===== config.mk =====
export PLATFORM = sky130hd
export DESIGN_NAME = multi_ch_debounce_pulse
export DESIGN_NICKNAME = d
export VERILOG_FILES = /design/src/rtl/debounce_pkg.sv /design/src/rtl/debounce_ch.sv /design/src/rtl/multi_ch_debounce_pulse.sv
export SDC_FILE = /design/constraint.sdc
export NUM_CORES = 1
export LEC_CHECK = 0
export ABC_AREA = 1
export CAP_MARGIN = 10
export CORE_ASPECT_RATIO = 0.6
export CORE_UTILIZATION = 25
export DETAILED_ROUTE_END_ITERATION = 10
export GPL_TIMING_DRIVEN = 0
export SLEW_MARGIN = 20
export SYNTH_ARGS = -nofsm -noshare
export SYNTH_HDL_FRONTEND = slang
export SYNTH_SLANG_ARGS = --single-unit

===== constraint.sdc =====
create_clock -name clk_200H -period 1.2 [get_ports clk_200H]
set_clock_uncertainty 0.1 [all_clocks]
set_input_delay 0.18 -clock clk_200H [delete_from_list [all_inputs] [get_ports clk_200H]]
set_output_delay 0.18 -clock clk_200H [all_outputs]
set_load 0.005 [all_outputs]

===== src/rtl/debounce_pkg.sv =====
// Shared constants and width helpers for the multi-channel debouncer.
// Consumed by debounce_ch and multi_ch_debounce_pulse.
package debounce_pkg;

    localparam int DEF_N_CH        = 2;
    localparam int DEF_SYNC_STAGES = 2;
    localparam int DEF_STABLE_CNT  = 4;
    localparam int DEF_REPEAT_DLY  = 200;
    localparam int DEF_REPEAT_PER  = 50;

    // Bits needed to hold values 0..max_val.
    function automatic int cnt_width(input int max_val);
        return (max_val < 1) ? 1 : $clog2(max_val + 1);
    endfunction

    function automatic int rep_width(input int dly, input int per);
        return cnt_width((dly > per) ? dly : per);
    endfunction

endpackage


===== src/rtl/debounce_ch.sv =====
// One debounce channel: synchroniser, stability counter, level, rise/fall pulses.
// With AUTO_REPEAT_EN defined, a hold counter re-fires rise_pulse while the level stays high.
module debounce_ch
    import debounce_pkg::*;
#(
    parameter int SYNC_STAGES = DEF_SYNC_STAGES,
    parameter int STABLE_CNT  = DEF_STABLE_CNT,
    parameter int REPEAT_DLY  = DEF_REPEAT_DLY,
    parameter int REPEAT_PER  = DEF_REPEAT_PER
) (
    input  logic clk_200H,
    input  logic rst_n,
    input  logic inp,
    output logic db_level,
    output logic rise_pulse,
    output logic fall_pulse
);

    localparam int CW = cnt_width(STABLE_CNT);

    if (SYNC_STAGES < 2 || STABLE_CNT < 1 || REPEAT_DLY < 1 || REPEAT_PER < 1) begin : g_bad_cfg
        $error("debounce_ch: invalid parameter set");
    end

    logic [SYNC_STAGES-1:0] sync_q, sync_d;
    logic [CW-1:0]          cnt_q, cnt_d;
    logic                   lvl_q, lvl_d;
    logic                   rise_q, rise_d;
    logic                   fall_q, fall_d;
    logic                   mismatch, accept;

    always_comb begin
        sync_d   = {sync_q[SYNC_STAGES-2:0], inp};
        mismatch = sync_q[SYNC_STAGES-1] ^ lvl_q;
        accept   = mismatch && (cnt_q == CW'(STABLE_CNT - 1));
        // Any cycle where the synced input agrees with the level restarts the window.
        if (!mismatch || accept) cnt_d = '0;
        else                     cnt_d = cnt_q + 1'b1;
        lvl_d  = lvl_q ^ accept;
        fall_d = accept & lvl_q;
    end

`ifdef AUTO_REPEAT_EN
    localparam int RW = rep_width(REPEAT_DLY, REPEAT_PER);

    logic [RW-1:0] rep_cnt_q, rep_cnt_d;
    logic          rep_arm_q, rep_arm_d;
    logic          rep_fire;

    // Hold counter starts the cycle after the level goes high; first fire
    // after REPEAT_DLY, then every REPEAT_PER once armed.
    always_comb begin
        rep_fire  = 1'b0;
        rep_cnt_d = '0;
        rep_arm_d = 1'b0;
        if (lvl_q && !accept) begin
            rep_fire  = rep_arm_q ? (rep_cnt_q == RW'(REPEAT_PER - 1))
                                  : (rep_cnt_q == RW'(REPEAT_DLY - 1));
            rep_cnt_d = rep_fire ? '0 : rep_cnt_q + 1'b1;
            rep_arm_d = rep_arm_q | rep_fire;
        end
        rise_d = (accept & ~lvl_q) | rep_fire;
    end

    always_ff @(posedge clk_200H) begin
        if (!rst_n) begin
            rep_cnt_q <= '0;
            rep_arm_q <= 1'b0;
        end else begin
            rep_cnt_q <= rep_cnt_d;
            rep_arm_q <= rep_arm_d;
        end
    end
`else
    always_comb begin
        rise_d = accept & ~lvl_q;
    end
`endif

    always_ff @(posedge clk_200H) begin
        if (!rst_n) begin
            sync_q <= '0;
            cnt_q  <= '0;
            lvl_q  <= 1'b0;
            rise_q <= 1'b0;
            fall_q <= 1'b0;
        end else begin
            sync_q <= sync_d;
            cnt_q  <= cnt_d;
            lvl_q  <= lvl_d;
            rise_q <= rise_d;
            fall_q <= fall_d;
        end
    end

    assign db_level   = lvl_q;
    assign rise_pulse = rise_q;
    assign fall_pulse = fall_q;

endmodule


===== src/rtl/multi_ch_debounce_pulse.sv =====
// N_CH independent debounce channels plus an OR-combined press pulse.
// Optional auto-repeat of rise pulses is enabled with the AUTO_REPEAT_EN macro.
module multi_ch_debounce_pulse
    import debounce_pkg::*;
#(
    parameter int N_CH        = DEF_N_CH,
    parameter int SYNC_STAGES = DEF_SYNC_STAGES,
    parameter int STABLE_CNT  = DEF_STABLE_CNT,
    parameter int REPEAT_DLY  = DEF_REPEAT_DLY,
    parameter int REPEAT_PER  = DEF_REPEAT_PER
) (
    input  logic            clk_200H,
    input  logic            rst_n,
    input  logic [N_CH-1:0] inp,
    output logic [N_CH-1:0] db_level,
    output logic [N_CH-1:0] rise_pulse,
    output logic [N_CH-1:0] fall_pulse,
    output logic            any_pulse
);

    for (genvar i = 0; i < N_CH; i++) begin : g_ch
        debounce_ch #(
            .SYNC_STAGES (SYNC_STAGES),
            .STABLE_CNT  (STABLE_CNT),
            .REPEAT_DLY  (REPEAT_DLY),
            .REPEAT_PER  (REPEAT_PER)
        ) u_ch (
            .clk_200H   (clk_200H),
            .rst_n      (rst_n),
            .inp        (inp[i]),
            .db_level   (db_level[i]),
            .rise_pulse (rise_pulse[i]),
            .fall_pulse (fall_pulse[i])
        );
    end

    // Each rise_pulse bit is registered, so the OR is glitch-free in-cycle.
    assign any_pulse = |rise_pulse;

endmodule

==> PnR_summary.wiki, run 1 <==
{| class="wikitable"
! Metric !! Value
|-
| Total number of H-tree levels || 1
|-
| Dominant cell type by area after synthesis || dfxtp_1
|-
| Final Setup Violations || 0
|-
| Most frequently used flop master after synthesis || dfxtp_1
|-
| Worst hold slack || 299 ps
|-
| Instance count after placement with tap cells included || 110
|-
| Worst reg2reg setup slack || 80 ps
|-
| Antenna diode instance count || 0
|-
| Synthesized area per cell || 8.83 µm²
|-
| Cell Rows || 13
|-
| Run status || finished, final reports clean
|-
| Worst setup path end || any_pulse
|-
| RSZ-0062 raised after global routing || true
|-
| Async set or reset register ratio after synthesis || 0%
|-
| Peak fanout along the critical path || 2
|-
| Final-report max-slew violation count || 0
|-
| VDD IR-drop max || 0.427 mV
|-
| Via count of the first global-routing pass || 403
|-
| Sequential cell area || about 330 µm²
|-
| CTS tree || done
|-
| Required @ worst endpoint || 920 ps
|-
| Top cells by instance count after synthesis || 16 x dfxtp_1, 12 x inv_1, 12 x nand2_1
|-
| Proportion of netlist area held by the largest area contributor || between 50% and 60%
|-
| RD Place Congestion || 0.647
|-
| Number of vias in the routed layout || 432
|-
| Sequential-to-total area share from yosys stat || between 50 and 60%
|-
| Total overflow reported by the global router || 0
|-
| Syn nets || 78
|-
| Net total in the final layout || 95
|-
| Multi-input gate area || 249 µm²
|-
| Clock latency of the later-clocked register in the worst-skew pair || 250 ps
|-
| Launch point of the worst path || g_ch[0].u_ch.rise_pulse$_SDFF_PN0_
|-
| Router iterations before antenna repair || 3
|-
| Critical path data arrival time || 910 ps
|-
| Post-Syn Area || 618 µm²
|-
| Beginning of the worst register-to-register path || g_ch[1].u_ch.cnt_q[0]$_SDFF_PP0_
|-
| Clock input transition at the sequential cells of the worst setup and hold paths || 60 ps
|-
| Number of flops mapped to enable cells by yosys || 0
|-
| Netlist cell types || 14
|-
| RR Endpoint || g_ch[1].u_ch.cnt_q[1]$_SDFF_PP0_
|-
| Drt initial violations || 18
|-
| Detailed-route DRC error count || 0
|-
| Routed wire length per instance || a little under 8 µm
|-
| # Max-Cap Violations || 0
|-
| Number of fill cells in the layout || 229
|-
| Slew at the pin closest to its max-slew limit || about 190 ps
|-
| Worst hold path class || flip-flop to flip-flop
|-
| Area Growth Syn to Fin || 41.7%
|-
| Maximum root-to-sink buffer count || 2
|-
| GR Util All Layers || under 10%
|-
| Count of non-filler cells in the finished layout || around 120
|-
| Power per Cell Area || 1190 nW/µm²
|-
| Slew margin rel. || 87.2%
|-
| Die area || 2680 µm²
|-
| Post-cts hold buffer count || 0
|-
| Via-to-Cell Ratio || 3.72
|-
| X dimension of the die || 66.2 µm
|-
| Number of warnings issued by yosys || 0
|-
| Peak clock frequency supported by timing || 837 MHz
|-
| Instance count of the mapped netlist || 70
|-
| Most frequent cell after synthesis || dfxtp_1
|-
| Worst reg2reg path depth || 5
|-
| Critical path start-end classification || flip-flop to output pin
|-
| Largest net degree at the start of global routing || 10
|-
| Flops & latches, synth || 16
|-
| Post-layout minimum cycle time || 1190 ps
|-
| CTS sink cnt || 16
|-
| Startpoint types || flip-flop
|-
| Wire length of the first global-routing pass || 1570 µm
|-
| Leading post-synthesis cells by cell area || dfxtp_1 52%, ha_1 8.1%, buf_4 7.3%
|-
| Final worst path period share || 99.5%
|-
| Root buffer selected by CTS || clkbuf_8
|-
| Setup TNS || 0 ps
|-
| Post-detailed-route count of antenna-violating nets || 0
|-
| TritonCTS buffer count || 3
|-
| HPWL Detailed || 640 µm
|-
| Port buffer count || 10
|-
| Total Routed Length || 900 µm
|-
| Number of antenna violations at the first check in global routing || 0
|-
| Capturing element type of the critical path || output pin
|-
| Core outline area || 2240 µm²
|-
| Layout cell share with drive strength beyond 1 || between 30% and 40%
|-
| Top-level port count || 11
|-
| Leak pwr || 0.383 nW
|-
| Final hold violation count || 0
|-
| Chip height || 40.5 µm
|-
| Initial core utilization || 27.5%
|}
-- cell families after synthesis --
group | share of synthesized area, %
flip-flops | 51.8
buffers and inverters | 15.2
adder cells (fa/ha/maj) | 8.10
AND/OR/NAND/NOR | 23.3
AO/OA/AOI/OAI | 1.62
-- layout by cell type (no fill, tap or decap), types with 2 or more instances in the layout --
cell / instances
clkdlybuf4s15_1: 4
ha_4: 2
nor2_1: 6
buf_4: 9
dfxtp_1: 11
inv_1: 12
nand2_1: 12
nor2_4: 2
dfxtp_4: 2
dfxtp_2: 3
nor3_1: 2
ha_2: 2
clkbuf_8: 4
nor2_2: 2
nand3_1: 2
clkdlybuf4s50_1: 3
-- metrics by stage --
stage	instance area, µm²	setup WS [ps]	util [%]	power [mW]
final	876	5.56	39.0	1.05
after global routing	876	-30.0	39.0	1.10
after CTS	840	-3.02	37.4	1.06
after detailed placement	756	-158	33.7	0.591
after global placement	756	-128	33.7	0.589
after floorplan	618	75.3	-	0.574
-- report_power, final --
group / switching (mW) / internal (mW) / total, mW
Combinational: 0.0204 / 0.0184 / 0.0387
Clock: 0.177 / 0.291 / 0.468
Sequential: 0.00387 / 0.535 / 0.539
-- metal layers --
| metal | wire length (µm) | GRT usage, % |
|---|---|---|
| met1 | 445 | 8.43 |
| met2 | 363 | 14.5 |
| met3 | 68 | 5.11 |
| met4 | 23 | 6.38 |
| met5 | 0 | 0 |
-- worst min path at each step --
stage / startpoint / to / slack [ps] / cells after the start
final: g_ch[1].u_ch.cnt_q[0]$_SDFF_PP0_ / g_ch[1].u_ch.cnt_q[0]$_SDFF_PP0_ / 300 / 1
after detailed placement: g_ch[0].u_ch.sync_q[0]$_SDFF_PN0_ / g_ch[0].u_ch.sync_q[1]$_SDFF_PN0_ / 300 / 2
after floorplan: rst_n / g_ch[0].u_ch.sync_q[0]$_SDFF_PN0_ / 170 / 2
after global placement: g_ch[0].u_ch.sync_q[0]$_SDFF_PN0_ / g_ch[0].u_ch.sync_q[1]$_SDFF_PN0_ / 300 / 2
after CTS: g_ch[0].u_ch.sync_q[0]$_SDFF_PN0_ / g_ch[0].u_ch.sync_q[1]$_SDFF_PN0_ / 310 / 2
after global routing: g_ch[1].u_ch.cnt_q[0]$_SDFF_PP0_ / g_ch[1].u_ch.cnt_q[0]$_SDFF_PP0_ / 330 / 1
-- final cells by class --
type | count | share of cell area (%)
sequential | 16 | 37.9
multi-input combinational | 35 | 28.4
timing repair buffer | 12 | 12.4
clock buffer | 4 | 6.29
inverter | 13 | 5.57
buffer | 6 | 5.14
tap | 30 | 4.29
-- critical path: stages, from the launching register on --
cell     delay [ps]
dfxtp_2         320
or2_4           240
buf_6           110
-- what timing repair did --
action / CTS / global route
resized for setup: 23 / 11
setup endpoints to repair: 13 / 10
buffers inserted: 2 / 0
pin swaps: 0 / 5
Note: power is estimated with default switching activity, not from simulation.
==> run 2: changes to the inputs <==
--- a/config.mk
+++ b/config.mk
@@ -8,6 +8,7 @@
 export ABC_AREA = 1
 export CAP_MARGIN = 10
 export CORE_ASPECT_RATIO = 0.6
+export CORE_MARGIN = 2
 export CORE_UTILIZATION = 25
 export DETAILED_ROUTE_END_ITERATION = 10
 export GPL_TIMING_DRIVEN = 0
==> run 2 against run 1 <==
Effect of this change: count of clock-buffer cells in the layout is the same; sequential power is essentially flat; utilization grew 0.56 points; largest cell class unchanged; sequential share of layout area shrank 0.25 points; global-route usage shrank 1.4 points; first-iteration DRC count grew 17%; critical path depth is the same; design area grew 1.4%; routed wire length shrank 1.6%; hold slack lost 140 ps.
==> PnR_summary.wiki, run 2 (same netlist as run 1, synthesis figures left out) <==
{| class="wikitable"
! Metric !! Value
|-
| Run status || finished, final reports clean
|-
| Worst path max stage delay || 320 ps (about the same)
|-
| TritonCTS buffer count || 3 (unchanged)
|-
| RD Place Congestion || 0.636 (-1.7%)
|-
| Maximum root-to-sink buffer count || 2 (unchanged)
|-
| Beginning of the worst register-to-register path || g_ch[0].u_ch.cnt_q[0]$_SDFF_PP0_
|-
| Router iterations before antenna repair || 4 (+1)
|-
| CTS tree || done
|-
| Hold path depth || 3 (+2)
|-
| Wire length of the first global-routing pass || 1540 µm (-2.2%)
|-
| CTS sink cnt || 16 (unchanged)
|-
| Worst-path cell with the longest stage delay || dfxtp_2
|-
| Clock input transition at the sequential cells of the worst setup and hold paths || 60 ps (about the same)
|-
| Startpoint types || flip-flop
|-
| Post-cts hold buffer count || 0 (unchanged)
|-
| Hold Path End || g_ch[1].u_ch.sync_q[1]$_SDFF_PN0_
|-
| Total number of H-tree levels || 1 (unchanged)
|-
| Via-to-Cell Ratio || 3.77 (+1.2%)
|-
| Required @ worst endpoint || 920 ps (about the same)
|-
| Core outline area || 2240 µm² (unchanged)
|-
| RR Endpoint || g_ch[0].u_ch.cnt_q[2]$_SDFF_PP0_
|-
| Via count of the first global-routing pass || 395 (-2.0%)
|-
| Post-layout minimum cycle time || 1190 ps (-5.62 ps)
|-
| Critical path start-end classification || flip-flop to output pin
|-
| Antenna diode instance count || 0 (unchanged)
|-
| Number of antenna violations at the first check in global routing || 0 (unchanged)
|-
| Final worst path period share || 99.1% (-0.47 points)
|-
| Final core area utilization || 39.6% (+0.56 points)
|-
| Slew at the pin closest to its max-slew limit || 206 ps (+14.3 ps)
|-
| Cell class contributing the biggest share of worst-path delay || flip-flops
|-
| Leak pwr || 0.393 nW (+2.6%)
|-
| Number of vias in the routed layout || 437 (+1.2%)
|-
| Net total in the final layout || 95 (unchanged)
|-
| VDD IR-drop max || 0.532 mV (+25%)
|-
| Worst reg2reg setup slack || 60 ps (-20 ps)
|-
| Final cell area excluding filler cells || 888 µm² (+1.4%)
|-
| Die area || 2900 µm² (+8.1%)
|-
| Worst reg2reg path depth || 5 (unchanged)
|-
| Worst min-delay path startpoint || rst_n
|-
| Placed standard-cell area || 756 µm² (unchanged)
|-
| Detailed-route DRC error count || 0 (unchanged)
|-
| Routed wire length per instance || 7.64 µm (-1.6%)
|-
| Clock latency of the later-clocked register in the worst-skew pair || 240 ps (about the same)
|-
| HPWL Detailed || 656 µm (+2.4%)
|-
| CP bufs+invs || 1 (unchanged)
|-
| Capturing element type of the critical path || output pin
|-
| # Max-Cap Violations || 0 (unchanged)
|-
| Final Setup Violations || 0 (unchanged)
|-
| Total Routed Length || 886 µm (-1.6%)
|-
| Slew margin rel. || 86.3% (-0.93 points)
|-
| Total overflow reported by the global router || 0 (unchanged)
|-
| RSZ-0062 raised after global routing || true
|-
| X dimension of the die || 68.2 µm (+3.0%)
|-
| Peak clock frequency supported by timing || 841 MHz (+0.47%)
|-
| Final-report max-slew violation count || 0 (unchanged)
|-
| Post-detailed-route count of antenna-violating nets || 0 (unchanged)
|-
| Initial core utilization || 27.5% (unchanged)
|-
| Peak fanout along the critical path || 2 (unchanged)
|-
| Drt initial violations || 21 (+3)
|-
| Final hold violation count || 0 (unchanged)
|-
| Largest net degree at the start of global routing || 10 (unchanged)
|-
| Critical path data arrival time || 910 ps (about the same)
|-
| Cell chain of the critical path || or2_4 -> buf_6
|-
| Layout cell share with drive strength beyond 1 || 38.4% (+1.2 points)
|-
| Number of fill cells in the layout || 231 (+0.87%)
|-
| Port buffer count || 10 (unchanged)
|-
| Top-level port count || 11 (unchanged)
|-
| Setup TNS || 0 ps (unchanged)
|-
| Worst hold path class || input pin to flip-flop
|-
| Root buffer selected by CTS || clkbuf_8
|-
| Cell Rows || 13 (unchanged)
|-
| Power per Cell Area || 1170 nW/µm² (-2.0%)
|-
| Chip height || 42.5 µm (+4.9%)
|-
| Area Growth Syn to Fin || 43.7%
|-
| GR Util All Layers || 7.33% (-1.4 points)
|-
| Most frequent cells in the layout || 12 x inv_1, 12 x nand2_1, 9 x buf_4, 9 x dfxtp_1, 7 x nor2_1
|}
## run 2: per-layer routing
metal / global-route usage [%] / up-vias / part of all wire, %
li1: - / 237 / -
met3: 4.03 / 4 / 8.1
met2: 10.3 / 19 / 37
met4: 3.60 / 0 / 2.0
met1: 8.93 / 177 / 52
met5: 0 / - / 0
## run 2: metrics by stage
stage               worst slack [ps]  hold WS [ps]  instances  total power [mW]
floorplan                       75.3           173         70             0.574
global placement                -129           296        110             0.589
detailed placement              -154           299        110             0.590
CTS                            0.990           313        116              1.05
global route                   -25.0           175        116              1.09
finish                          11.2           157        116              1.04
## run 2: worst min-delay path: cells and delay by family
kind	cells	cell delay [ps]
buf+inv	2	230
simple gates	1	70
## run 2: how the worst max path moves through the flow
| stage | start | cells after the start | slack [ps] | endpoint |
|---|---|---|---|---|
| floorplan | g_ch[0].u_ch.cnt_q[0]$_SDFF_PP0_ | 5 | 80 | g_ch[0].u_ch.cnt_q[0]$_SDFF_PP0_ |
| global placement | rst_n | 5 | -130 | g_ch[1].u_ch.cnt_q[0]$_SDFF_PP0_ |
| detailed placement | rst_n | 5 | -150 | g_ch[0].u_ch.cnt_q[2]$_SDFF_PP0_ |
| CTS | g_ch[1].u_ch.rise_pulse$_SDFF_PN0_ | 2 | 1 | any_pulse |
| global route | g_ch[1].u_ch.rise_pulse$_SDFF_PN0_ | 2 | -30 | any_pulse |
| finish | g_ch[1].u_ch.rise_pulse$_SDFF_PN0_ | 2 | 10 | any_pulse |
## run 2: what timing repair did
| item | CTS | global route |
|---|---|---|
| buffers inserted | 2 | 0 |
| setup endpoints to repair | 13 | 10 |
| pin swaps | 0 | 2 |
| resized for setup | 23 | 15 |
## run 2: area by class of cell
class	instances	area (µm²)	area share [%]
clock buffer	4	55.1	6.20
sequential	16	334	37.6
buffer	6	45.0	5.07
timing repair buffer	12	111	12.5
inverter	13	48.8	5.49
multi-input combinational	35	256	28.9
tap	30	37.5	4.23
## run 2: report_power, final
part	switching, mW	internal (mW)	leakage, nW
clock	0.171	0.291	0.0288
sequential	0.00462	0.535	0.134
combinational	0.0198	0.0176	0.231
